File: src/rtl/sigmoid_backward_if.sv
// Request/response bundle for sigmoid_backward: one valid/ready channel in, one out.
// A beat transfers on a rising clock edge where valid and ready are both high; ready may depend on state only.
interface sigmoid_backward_if #(
  parameter int DATA_BITS = 16,
  parameter int TAG_BITS  = 4
);
  logic                 in_valid;
  logic                 in_ready;
  logic [DATA_BITS-1:0] in_s;
  logic [DATA_BITS-1:0] in_g;
  logic [TAG_BITS-1:0]  in_tag;
  logic                 out_valid;
  logic                 out_ready;
  logic [DATA_BITS-1:0] out_grad;
  logic [TAG_BITS-1:0]  out_tag;

  modport master (
    output in_valid, in_s, in_g, in_tag, out_ready,
    input  in_ready, out_valid, out_grad, out_tag
  );

  modport slave (
    input  in_valid, in_s, in_g, in_tag, out_ready,
    output in_ready, out_valid, out_grad, out_tag
  );
endinterface

File: src/rtl/sigmoid_backward.sv
// Sigmoid backward gradient g * s * (1 - s) in signed Q8.8, computed with one shared
// multiplier over a 4-state sequence; the captured tag is returned with the result.
module sigmoid_backward #(
  parameter int DATA_BITS = 16,
  parameter int FRAC_BITS = 8,
  parameter int TAG_BITS  = 4
) (
  input  logic               clock,
  input  logic               reset,
  sigmoid_backward_if.slave  bus,
  output logic [1:0]         state_dbg
);
  localparam logic [1:0] IDLE  = 2'd0;
  localparam logic [1:0] MUL_D = 2'd1;
  localparam logic [1:0] MUL_G = 2'd2;
  localparam logic [1:0] OUT   = 2'd3;

  localparam logic signed [DATA_BITS-1:0] ONE = DATA_BITS'(1) << FRAC_BITS;

  logic [1:0]                    state;
  logic signed [DATA_BITS-1:0]   s_r;
  logic signed [DATA_BITS-1:0]   g_r;
  logic signed [DATA_BITS-1:0]   d_r;
  logic [TAG_BITS-1:0]           tag_r;
  logic signed [DATA_BITS-1:0]   s_clamp;
  logic signed [DATA_BITS-1:0]   mul_a;
  logic signed [DATA_BITS-1:0]   mul_b;
  logic signed [2*DATA_BITS-1:0] prod;
  logic signed [DATA_BITS-1:0]   prod_q;
  logic                          prod_unused;
  logic                          out_valid_r;
  logic [DATA_BITS-1:0]          out_grad_r;
  logic [TAG_BITS-1:0]           out_tag_r;

  always_comb begin
    s_clamp = $signed(bus.in_s);
    if ($signed(bus.in_s) < 0) begin
      s_clamp = '0;
    end else if ($signed(bus.in_s) > ONE) begin
      s_clamp = ONE;
    end
  end

  // Single multiplier: s*(1-s) in MUL_D, g*d otherwise.
  always_comb begin
    mul_a = g_r;
    mul_b = d_r;
    if (state == MUL_D) begin
      mul_a = s_r;
      mul_b = ONE - s_r;
    end
  end

  assign prod        = mul_a * mul_b;
  assign prod_q      = prod[DATA_BITS+FRAC_BITS-1:FRAC_BITS];
  assign prod_unused = ^{prod[2*DATA_BITS-1:DATA_BITS+FRAC_BITS], prod[FRAC_BITS-1:0]};

  // out_grad settles on entry to OUT; out_valid rises one cycle later.
  always_ff @(posedge clock or negedge reset) begin
    if (!reset) begin
      state       <= IDLE;
      s_r         <= '0;
      g_r         <= '0;
      d_r         <= '0;
      tag_r       <= '0;
      out_valid_r <= 1'b0;
      out_grad_r  <= '0;
      out_tag_r   <= '0;
    end else begin
      case (state)
        IDLE: begin
          if (bus.in_valid) begin
            s_r   <= s_clamp;
            g_r   <= $signed(bus.in_g);
            tag_r <= bus.in_tag;
            state <= MUL_D;
          end
        end
        MUL_D: begin
          d_r   <= prod_q;
          state <= MUL_G;
        end
        MUL_G: begin
          out_grad_r <= prod_q;
          out_tag_r  <= tag_r;
          state      <= OUT;
        end
        OUT: begin
          if (!out_valid_r) begin
            out_valid_r <= 1'b1;
          end else if (bus.out_ready) begin
            out_valid_r <= 1'b0;
            state       <= IDLE;
          end
        end
        default: state <= IDLE;
      endcase
    end
  end

  assign bus.in_ready  = (state == IDLE);
  assign bus.out_valid = out_valid_r;
  assign bus.out_grad  = out_grad_r;
  assign bus.out_tag   = out_tag_r;
  assign state_dbg     = state;
endmodule

File: src/flat_wrapper.sv
// flat-port wrapper written by rule: the top's interface ports become plain ports
module sigmoid_backward_flat 
#(
  parameter int DATA_BITS = 16,
  parameter int FRAC_BITS = 8,
  parameter int TAG_BITS  = 4
)
  (clock, reset, state_dbg, bus_in_valid, bus_in_s, bus_in_g, bus_in_tag, bus_out_ready, bus_in_ready, bus_out_valid, bus_out_grad, bus_out_tag);
  sigmoid_backward_if #(.DATA_BITS(DATA_BITS), .TAG_BITS(TAG_BITS)) bus_i ();
  input  logic clock;
  input  logic reset;
  output logic [1:0] state_dbg;
  input wire logic [$bits(bus_i.in_valid)-1:0] bus_in_valid;
  input wire logic [$bits(bus_i.in_s)-1:0] bus_in_s;
  input wire logic [$bits(bus_i.in_g)-1:0] bus_in_g;
  input wire logic [$bits(bus_i.in_tag)-1:0] bus_in_tag;
  input wire logic [$bits(bus_i.out_ready)-1:0] bus_out_ready;
  output wire logic [$bits(bus_i.in_ready)-1:0] bus_in_ready;
  output wire logic [$bits(bus_i.out_valid)-1:0] bus_out_valid;
  output wire logic [$bits(bus_i.out_grad)-1:0] bus_out_grad;
  output wire logic [$bits(bus_i.out_tag)-1:0] bus_out_tag;
  assign bus_i.in_valid = bus_in_valid;
  assign bus_i.in_s = bus_in_s;
  assign bus_i.in_g = bus_in_g;
  assign bus_i.in_tag = bus_in_tag;
  assign bus_i.out_ready = bus_out_ready;
  assign bus_in_ready = bus_i.in_ready;
  assign bus_out_valid = bus_i.out_valid;
  assign bus_out_grad = bus_i.out_grad;
  assign bus_out_tag = bus_i.out_tag;
  sigmoid_backward #(.DATA_BITS(DATA_BITS), .FRAC_BITS(FRAC_BITS), .TAG_BITS(TAG_BITS)) u_core (.clock(clock), .reset(reset), .bus(bus_i), .state_dbg(state_dbg));
endmodule
File: config.mk
export PLATFORM = sky130hd
export DESIGN_NAME = sigmoid_backward_flat
export DESIGN_NICKNAME = d
export VERILOG_FILES = /design/src/rtl/sigmoid_backward_if.sv /design/src/rtl/sigmoid_backward.sv /design/src/flat_wrapper.sv
export SDC_FILE = /design/constraint.sdc
export NUM_CORES = 1
export LEC_CHECK = 0
export ABC_AREA = 1
export BUFFER_PORTS_ARGS = -buffer_cell sky130_fd_sc_hd__buf_2
export CORE_MARGIN = 5
export CORE_UTILIZATION = 37
export CTS_BUF_LIST = sky130_fd_sc_hd__clkbuf_8
export CTS_CLUSTER_SIZE = 8
export DETAILED_ROUTE_END_ITERATION = 12
export MAX_ROUTING_LAYER = met4
export PLACE_DENSITY = 0.54
export RECOVER_POWER = 50
export REMOVE_ABC_BUFFERS = 1
export SLEW_MARGIN = 20
export SYNTH_ARGS = -nofsm -noshare
export SYNTH_HDL_FRONTEND = slang
export SYNTH_SLANG_ARGS = --single-unit
File: constraint.sdc
create_clock -name clock -period 15.3 [get_ports clock]
set_input_delay 3.06 -clock clock [delete_from_list [all_inputs] [get_ports clock]]
set_output_delay 3.06 -clock clock [all_outputs]
set_load 0.02 [all_outputs]
==> impl_summary.txt, run 1 <==
----------------------------------------------------
[Setup path]
  CP max stage cell ... sky130_fd_sc_hd__fa_1
  Worst reg-to-reg setup slack ... 7.53 ns
  Worst setup EP type ... flop
  Delay contributed by the slowest stage of the critical path ... 0.53 ns
  Count of buffering cells on the critical path with inverters included ... 10
  Delay-heaviest family, CP ... adder cells
  Worst Setup Start Kind ... flop
  Peak fanout along the critical path ... 53
  Category of the most critical setup path ... reg2reg
  Data required, critical path ... 15.60 ns
  Data arrival time at the worst-slack endpoint ... 8.07 ns

[Worst hold path]
  Class of the worst hold path ... reg2reg

[Yosys]
  YS warnings ... 0
  Number of library cell types mapped by synthesis ... 47
  Most area-hungry cell type in the Yosys netlist ... sky130_fd_sc_hd__fa_1
  Post-Synthesis Mean Instance Area ... 7.77 µm²
  Count of mapped cells out of synthesis ... 1440
  Most used standard cell by instance count after synthesis ... sky130_fd_sc_hd__nand2_1
  Number of synthesized flops with an enable pin ... 0
  Top cell type's share of synthesized area ... 33.3%
  Share of synthesized registers carrying an async set or reset ... 100%
  Primary flip-flop cell chosen by synthesis mapping ... sky130_fd_sc_hd__dfrtp_1
  Cell types with the largest area share after synthesis ... sky130_fd_sc_hd__fa_1, sky130_fd_sc_hd__dfrtp_1, sky130_fd_sc_hd__nand2_1
  Sequential cell area fraction in the yosys report ... 16.5%
  FF+latch count, synth ... 74
  Cell Area, Synth ... 11200 µm²
  List of most frequent post-synthesis cells ... sky130_fd_sc_hd__nand2_1, sky130_fd_sc_hd__inv_1, sky130_fd_sc_hd__fa_1

[GRT]
  Maximum number of pins on one net before global-route repair ... 75
  Met1 layer usage reported by global route ... 28.5%
  GRT Util Overall ... 20.3%
  Met2 usage in global routing ... 33.3%
  Residual overflow from global routing ... 0
  Global-route met3 utilization ... 1.40%
  Number of global-route vias before repair ... 9477
  Initial antenna violation count ... 0
  First-pass GRT wire length ... 52200 µm
  Global route hottest layer ... met2

[Cells and area]
  Nets ... 1797
  Fraction of layout cells with a size suffix above 1 ... 8.07%
  Footprint of the multi-input gates ... 7860 µm²
  Area growth syn-to-layout ... 8.36%
  Diode insertion count for antenna repair ... 0
  Non-Filler Instances ... 1890
  Filler Cells Inserted ... 3123
  Register area ... 1850 µm²

[Floorplanning]
  DIE AREA ... 33800 µm²
  Width of the chip ... 184 µm
  Area of the placeable core ... 29700 µm²
  Io pins ... 64
  Cell row count ... 63
  Starting utilization of the core area ... 37.7%
  Height of the die ... 184 µm

[Clocking]
  Clock tree root buffer cell ... sky130_fd_sc_hd__clkbuf_8
  Quantity of gates resized following cts ... 0
  Worst skew pair latency ... 0.36 ns
  Setup repair bufs after CTS ... 0
  Number of buffers inserted during clock tree synthesis ... 9
  H-Tree Level Count ... 3
  Sinks on Clock Net ... 74
  Number of buffers added to fix hold violations after cts ... 0
  Clock-pin transition on the worst setup and hold timing paths ... 0.08 ns
  TritonCTS clock tree ... yes
  CTS max path bufs ... 2

[STA]
  Final worst path period need ... 7.77 ns
  Finish-stage setup viols ... 0
  Max transition margin ... -167%
  Final total negative setup slack ... 0 ns
  Actual transition at the worst max-transition pin ... 4.01 ns
  RSZ-0062 raised after global routing ... false
  Pins Over Slew Limit ... 75
  Peak Freq ... 129 MHz
  Final period util ... 50.8%
  Hold violation total from the final report ... 0
  Post-Route Skew ... 0.0123 ns

[Placement]
  Routability-driven placement congestion ratio ... 0.917
  Placed Cells ... 1875
  Port-buffer cells ... 63
  Post-detail-place hpwl ... 26600 µm

[Route]
  Number of DRC violations after detailed routing ... 0
  Routed vias/inst ... 4.80
  Total wire length ... 32300 µm
  WL per Instance ... 17.1 µm
  Number of detailed-route iterations in the first pass ... 6
  Final antenna-violating net count ... 0
  Number of DRC markers after the initial detailed-route iteration ... 609
  Total vias in the final route ... 9069

[Outcome]
  Violations in the final reports ... max-capacitance violations, max-slew violations
  Status ... complete, but fails checks

[Flow run]
  Number of maximum-capacitance constraint violations ... 1

----------------------------------------------------
per-layer routing:
metal  vias to the layer above  routed length, µm
met5                         -                  0
met4                         0                421
met3                        33               1350
met2                       211              15500
met1                      4457              15100
li1                       4368                  -
registers in the layout (all words and copies together), names as in the netlist:
register,count
u_core.d_r,16
u_core.state_dbg,2
u_core.bus.out_valid,1
u_core.tag_r,4
u_core.s_r,15
u_core.bus.out_grad,16
u_core.bus.out_tag,4
u_core.g_r,16
stage by stage:
step / setup slack (ns) / instance area [µm²] / hold slack [ns] / util (%)
6_report: 7.53 / 12100 / 0.472 / 40.8
4_1_cts: 7.55 / 12100 / 0.475 / 40.8
2_1_floorplan: 7.58 / 11000 / 0.441 / -
5_1_grt: 7.02 / 12100 / 0.512 / 40.8
3_3_place_gp: 7.73 / 11900 / 0.449 / 40.2
3_5_place_dp: 7.54 / 11900 / 0.455 / 40.2
final cells by class:
type                            instances  share of cell area [%]
Clock buffer                            9                    1.02
Clock inverter                          6                   0.506
Inverter                              356                    11.0
Multi-Input combinational cell        980                    64.8
Sequential cell                        74                    15.3
Tap cell                              390                    4.02
Timing Repair Buffer                   75                    3.29
tightest hold or removal path: stages, from the launching register on:
cell and delay (ns):
sky130_fd_sc_hd__dfrtp_1 0.35, sky130_fd_sc_hd__nand2_1 0.05, sky130_fd_sc_hd__nand2_1 0.04
layout by cell type (no fill, tap or decap), drive strengths merged, types with 5 or more instances in the layout:
master / instances
a21oi: 33
buf: 70
clkbuf: 14
clkinv: 8
dfrtp: 74
fa: 186
ha: 75
inv: 351
nand2: 367
nand3: 62
nand4: 11
nor2: 139
nor3: 9
o21ai: 60
o22ai: 6
or2: 5
xor2: 8
path summary, 6_finish.rpt:
kind | startpoint | depth (start not counted) | to
min in group asynchronous | reset | 1 | u_core.bus.out_valid
worst max-delay path | u_core.state_dbg[1] | 29 | u_core.bus.out_grad[12]
worst min-delay path | u_core.bus.out_tag[3] | 2 | u_core.bus.out_tag[3]
worst min register to register | u_core.bus.out_tag[3] | 2 | u_core.bus.out_tag[3]
worst max register to register | u_core.state_dbg[1] | 29 | u_core.bus.out_grad[12]
max in group asynchronous | reset | 1 | u_core.d_r[13]
kinds of logic after synthesis:
kind of cell               Yosys count  share of synthesized area [%]
adders and majority gates          261                           41.7
DFF                                 74                           16.5
buffers and inverters              386                           13.2
xor gates and xnor gates            11                          0.861
AOI/OAI and AO/OA                  113                           5.93
and+or+nand+nor                    595                           21.8
Power of run 1 is not shown: default switching activity piles up to over one toggle a cycle in this logic, so the estimate is an artifact.
==> run 2: changes to the inputs <==
--- a/config.mk
+++ b/config.mk
@@ -13,7 +13,7 @@
 export CTS_CLUSTER_SIZE = 8
 export DETAILED_ROUTE_END_ITERATION = 12
 export MAX_ROUTING_LAYER = met4
-export PLACE_DENSITY = 0.54
+export PLACE_DENSITY = 0.56
 export RECOVER_POWER = 50
 export REMOVE_ABC_BUFFERS = 1
 export SLEW_MARGIN = 20
==> constraint.sdc (replaced) <==
create_clock -name clock -period 6.4 [get_ports clock]
set_input_delay 1.28 -clock clock [delete_from_list [all_inputs] [get_ports clock]]
set_output_delay 1.28 -clock clock [all_outputs]
set_load 0.02 [all_outputs]
==> run 2 against run 1 <==
Flip-flop and latch count unchanged. Count of clock-buffer cells in the layout up 1. Worst setup slack worse by 7.6 ns. Fmax up 20%. First-iteration DRC count down 8.4%. The flow finishes with violations (max-capacitance violations, max-slew violations, negative setup slack). Critical path depth up 1.
==> impl_summary.txt, run 2 (synthesis results as in run 1) <==
----------------------------------------------------
[Cells and area]
  Area growth syn-to-layout ... 30.3%
  Commonest non-fill, non-tap cells in the layout ... sky130_fd_sc_hd__nand2_1, sky130_fd_sc_hd__inv_1, sky130_fd_sc_hd__buf_4
  Most common cell after layout, fill and taps aside ... sky130_fd_sc_hd__nand2_1
  Nets ... 1999
  Diode insertion count for antenna repair ... 0
  Fraction of layout cells with a size suffix above 1 ... 26.9%
  Final core occ ... 49.1%

[STA]
  Actual transition at the worst max-transition pin ... 4.03 ns
  Fin worst setup slack ... -0.0699 ns
  RSZ-0062 raised after global routing ... true
  Final period util ... 101%
  Max transition margin ... -169%
  Pins Over Slew Limit ... 75
  Hold violation total from the final report ... 0
  Final worst path period need ... 6.47 ns
  Peak Freq ... 155 MHz
  Finish-stage setup viols ... 3
  Post-Route Skew ... 0.0117 ns

[Worst hold path]
  Startpoint of the worst hold path ... u_core.bus.out_tag[2]
  Cell depth of the worst min-delay path ... 2
  Class of the worst hold path ... reg2reg
  Destination of the worst hold path ... u_core.bus.out_tag[2]

[Placement]
  Port-buffer cells ... 63
  Post-detail-place hpwl ... 28600 µm
  Setup Slack @ Placement ... -0.208 ns
  Routability-driven placement congestion ratio ... 0.927

[Outcome]
  Status ... complete, but fails checks
  Violations in the final reports ... max-capacitance violations, max-slew violations, negative setup slack

[Floorplanning]
  DIE AREA ... 33800 µm²
  Height of the die ... 184 µm
  Width of the chip ... 184 µm
  Starting utilization of the core area ... 37.7%
  Cell row count ... 63
  Area of the placeable core ... 29700 µm²
  Io pins ... 64

[Route]
  Number of DRC markers after the initial detailed-route iteration ... 558
  Total vias in the final route ... 10100
  Total wire length ... 34300 µm
  Number of DRC violations after detailed routing ... 0
  Number of detailed-route iterations in the first pass ... 5
  Final antenna-violating net count ... 0
  WL per Instance ... 16.4 µm
  Routed vias/inst ... 4.82

[Setup path]
  Data arrival time at the worst-slack endpoint ... 6.76 ns
  Source of the critical timing path ... u_core.s_r[1]
  Worst Setup Start Kind ... flop
  Worst setup EP type ... flop
  Worst reg-to-reg setup slack ... -0.07 ns
  Delay contributed by the slowest stage of the critical path ... 0.54 ns
  CP most frequent cell ... sky130_fd_sc_hd__fa_1
  Category of the most critical setup path ... reg2reg
  Destination of the worst register-to-register timing path ... u_core.bus.out_grad[12]
  Data required, critical path ... 6.69 ns
  CP max stage cell ... sky130_fd_sc_hd__fa_1
  Critical register-to-register path startpoint ... u_core.s_r[1]
  Peak fanout along the critical path ... 4
  FF-to-FF path depth ... 30

[GRT]
  GRT Util Overall ... 21.4%
  Initial antenna violation count ... 0
  First-pass GRT wire length ... 55100 µm
  Maximum number of pins on one net before global-route repair ... 75
  Number of global-route vias before repair ... 10600
  Residual overflow from global routing ... 0

[Clocking]
  Sinks on Clock Net ... 74
  H-Tree Level Count ... 3
  CTS max path bufs ... 2
  Number of buffers inserted during clock tree synthesis ... 9
  Worst skew pair latency ... 0.36 ns
  TritonCTS clock tree ... yes
  Clock tree root buffer cell ... sky130_fd_sc_hd__clkbuf_8
  Clock-pin transition on the worst setup and hold timing paths ... 0.08 ns

[Flow run]
  Number of maximum-capacitance constraint violations ... 1

----------------------------------------------------
[run 2: routing by layer]
| layer | vias to the layer above | track usage, % | part of all wire, % |
|---|---|---|---|
| li1 | 4790 | - | - |
| met1 | 4935 | 29.2 | 45 |
| met2 | 279 | 34.5 | 47 |
| met3 | 70 | 2.00 | 4.9 |
| met4 | 0 | 5.86 | 3.0 |
| met5 | - | - | 0 |
[run 2: how the worst max path moves through the flow]
stage | end | cells after the start
2_1_floorplan | u_core.d_r[12] | 27
3_3_place_gp | u_core.bus.out_grad[14] | 28
3_5_place_dp | u_core.bus.out_grad[14] | 24
4_1_cts | u_core.bus.out_grad[14] | 30
5_1_grt | u_core.bus.out_grad[12] | 30
6_report | u_core.bus.out_grad[12] | 30
[run 2: through the flow]
stage	cell area (µm²)	hold WS [ns]	std cells	TNS [ns]
2_1_floorplan	11000	0.441	1410	-26.62
3_3_place_gp	13300	0.451	2042	-0.955
3_5_place_dp	13300	0.455	2042	-1.37
4_1_cts	13700	0.475	2060	-0.0364
5_1_grt	14600	0.499	2091	-3.08
6_report	14600	0.477	2091	-0.127
[run 2: area by class of cell]
type,count,area [µm²]
Clock buffer,10,138
Inverter,356,1360
Sequential cell,74,1850
Clock inverter,4,53.8
Fill cell,2880,15100
Tap cell,390,488
Multi-Input combinational cell,980,8520
Timing Repair Buffer,277,2170
[run 2: worst max-delay path, delay by kind of cell (launching register included)]
kind / cells / cell delay [ns]
buf+inv: 7 / 0.40
simple gates: 10 / 1.15
flops: 1 / 0.40
fa+ha+maj: 8 / 3.43
xor+xnor: 1 / 0.24
compound gates: 4 / 0.80
[run 2: timing repair]
| item | CTS | global route |
|---|---|---|
| hold buffers | 0 | 0 |
| endpoints found under the setup margin | 20 | 28 |
| gates cloned | 0 | 1 |
| gates resized for setup | 35 | 161 |
| setup buffers | 4 | 30 |
| pin swaps | 7 | 94 |
Power of run 2 is left out for the same reason.
==> run 3: changes to the inputs <==
--- a/config.mk
+++ b/config.mk
@@ -12,10 +12,12 @@
 export CTS_BUF_LIST = sky130_fd_sc_hd__clkbuf_8
 export CTS_CLUSTER_SIZE = 8
 export DETAILED_ROUTE_END_ITERATION = 12
+export GPL_TIMING_DRIVEN = 1
 export MAX_ROUTING_LAYER = met4
 export PLACE_DENSITY = 0.56
 export RECOVER_POWER = 50
 export REMOVE_ABC_BUFFERS = 1
+export SKIP_LAST_GASP = 1
 export SLEW_MARGIN = 20
 export SYNTH_ARGS = -nofsm -noshare
 export SYNTH_HDL_FRONTEND = slang
==> run 3 against run 2 <==
The run still ends with max-capacitance violations, max-slew violations, negative setup slack left. Clock skew fell by 0.0021 ns. Count of clock-buffer cells in the layout is the same. Register-to-register slack improved by 0.02 ns. First-iteration DRC count rose by 7.2%. Die area is the same. Final cell count decreased by 0.14%. Non-clock buffer count is 3 lower.
==> impl_summary.txt, run 3 (synthesis results as in run 1) <==
----------------------------------------------------
[Cells and area]
  Fraction of layout cells with a size suffix above 1 ... 25.9%
  Register area ... 1850 µm²
  Commonest non-fill, non-tap cells in the layout ... sky130_fd_sc_hd__nand2_1, sky130_fd_sc_hd__inv_1, sky130_fd_sc_hd__buf_4
  Filler Cells Inserted ... 2901
  Footprint of the multi-input gates ... 8440 µm²
  Nets ... 1996
  Layout Cell Area excl Fill ... 14500 µm²
  Final core occ ... 48.7%
  Diode insertion count for antenna repair ... 0
  Most common cell after layout, fill and taps aside ... sky130_fd_sc_hd__nand2_1
  Area growth syn-to-layout ... 29.4%

[Placement]
  Post-detail-place hpwl ... 28600 µm
  Placed cell area ... 13300 µm²
  Setup Slack @ Placement ... -0.208 ns
  Port-buffer cells ... 63
  Routability-driven placement congestion ratio ... 0.927

[Setup path]
  Delay contributed by the slowest stage of the critical path ... 0.54 ns
  Worst Setup Start Kind ... flop
  Data required, critical path ... 6.69 ns
  Category of the most critical setup path ... reg2reg
  Worst setup EP type ... flop
  Data arrival time at the worst-slack endpoint ... 6.74 ns
  CP most frequent cell ... sky130_fd_sc_hd__fa_1
  Peak fanout along the critical path ... 4
  CP max stage cell ... sky130_fd_sc_hd__fa_1

[STA]
  Max transition margin ... -166%
  Final worst path period need ... 6.45 ns
  RSZ-0062 raised after global routing ... true
  Final period util ... 101%
  Fin worst setup slack ... -0.0502 ns
  Post-Route Skew ... 0.00963 ns
  Final total negative setup slack ... -0.0635 ns
  Finish-stage setup viols ... 2
  Actual transition at the worst max-transition pin ... 4.00 ns
  Hold violation total from the final report ... 0
  Pins Over Slew Limit ... 75
  Peak Freq ... 155 MHz

[Route]
  Total vias in the final route ... 10100
  Routed vias/inst ... 4.82
  Total wire length ... 34300 µm
  Final antenna-violating net count ... 0
  WL per Instance ... 16.4 µm
  Number of detailed-route iterations in the first pass ... 6
  Number of DRC markers after the initial detailed-route iteration ... 598
  Number of DRC violations after detailed routing ... 0

[Clocking]
  CTS max path bufs ... 2
  Clock tree root buffer cell ... sky130_fd_sc_hd__clkbuf_8
  Sinks on Clock Net ... 74
  Worst skew pair latency ... 0.35 ns
  Number of buffers added to fix hold violations after cts ... 0
  Number of buffers inserted during clock tree synthesis ... 9
  TritonCTS clock tree ... yes
  Clock-pin transition on the worst setup and hold timing paths ... 0.08 ns
  H-Tree Level Count ... 3

[GRT]
  First-pass GRT wire length ... 55100 µm
  Number of global-route vias before repair ... 10600
  Residual overflow from global routing ... 0
  GRT Util Overall ... 21.4%
  Maximum number of pins on one net before global-route repair ... 75
  Initial antenna violation count ... 0

[Floorplanning]
  Cell row count ... 63
  Height of the die ... 184 µm
  Width of the chip ... 184 µm
  Area of the placeable core ... 29700 µm²
  Starting utilization of the core area ... 37.7%
  DIE AREA ... 33800 µm²
  Io pins ... 64

[Outcome]
  Status ... complete, but fails checks
  Violations in the final reports ... max-capacitance violations, max-slew violations, negative setup slack

[Flow run]
  Number of maximum-capacitance constraint violations ... 1

[Worst hold path]
  Class of the worst hold path ... reg2reg

----------------------------------------------------
==> run 3: cell types whose count changed in the layout (fill, tap and decap cells not counted), sizes merged <==
cell / previous run / this run
buf: 275 / 271
clkbuf: 12 / 13
clkinv: 6 / 5
inv: 348 / 349
==> run 3: path summary, 6_finish.rpt <==
path / slack (ns) / startpoint / end / cells after the start
setup / recovery: -0.05 / u_core.s_r[1] / u_core.bus.out_grad[12] / 30
hold / removal: 0.48 / u_core.bus.out_tag[2] / u_core.bus.out_tag[2] / 2
setup reg to reg: -0.05 / u_core.s_r[1] / u_core.bus.out_grad[12] / 30
hold reg to reg: 0.48 / u_core.bus.out_tag[2] / u_core.bus.out_tag[2] / 2
max in group asynchronous: 1.85 / reset / u_core.d_r[8] / 1
min in group asynchronous: 2.31 / reset / u_core.bus.out_tag[0] / 1
==> run 3: critical path, delay by kind of cell, from the launching register on <==
family	cells	cell delay, ns
fa+ha+maj	8	3.43
compound gates	4	0.80
flops	1	0.40
xor+xnor	1	0.24
buf+inv	7	0.41
simple gates	10	1.14
==> run 3: metrics by stage <==
stage	std cells	hold slack (ns)
after floorplan	1410	0.441
after CTS	2060	0.475
after detailed placement	2042	0.455
after global routing	2088	0.501
after global placement	2042	0.451
final	2088	0.476
==> run 3: repair_timing <==
| item | CTS | global route |
|---|---|---|
| gates resized for setup | 34 | 143 |
| setup endpoints to repair | 20 | 28 |
| cloned | 0 | 1 |
| buffers inserted | 4 | 27 |
| pin swaps | 7 | 76 |
==> run 3: cell type report <==
class                      count  area share [%]
clock inverter                 4           0.372
sequential                    74            12.8
multi-input combinational    980            58.3
inverter                     356            9.43
tap                          390            3.37
clock buffer                  10           0.950
timing repair buffer         274            14.8
==> run 3: per-layer routing <==
metal,up-vias,part of all wire (%),global-route usage (%)
li1,4787,-,-
met1,4928,45,29.2
met2,274,48,34.5
met3,65,4.4,2.00
met4,0,2.8,5.86
met5,-,0,-
Power of run 3 is left out for the same reason.
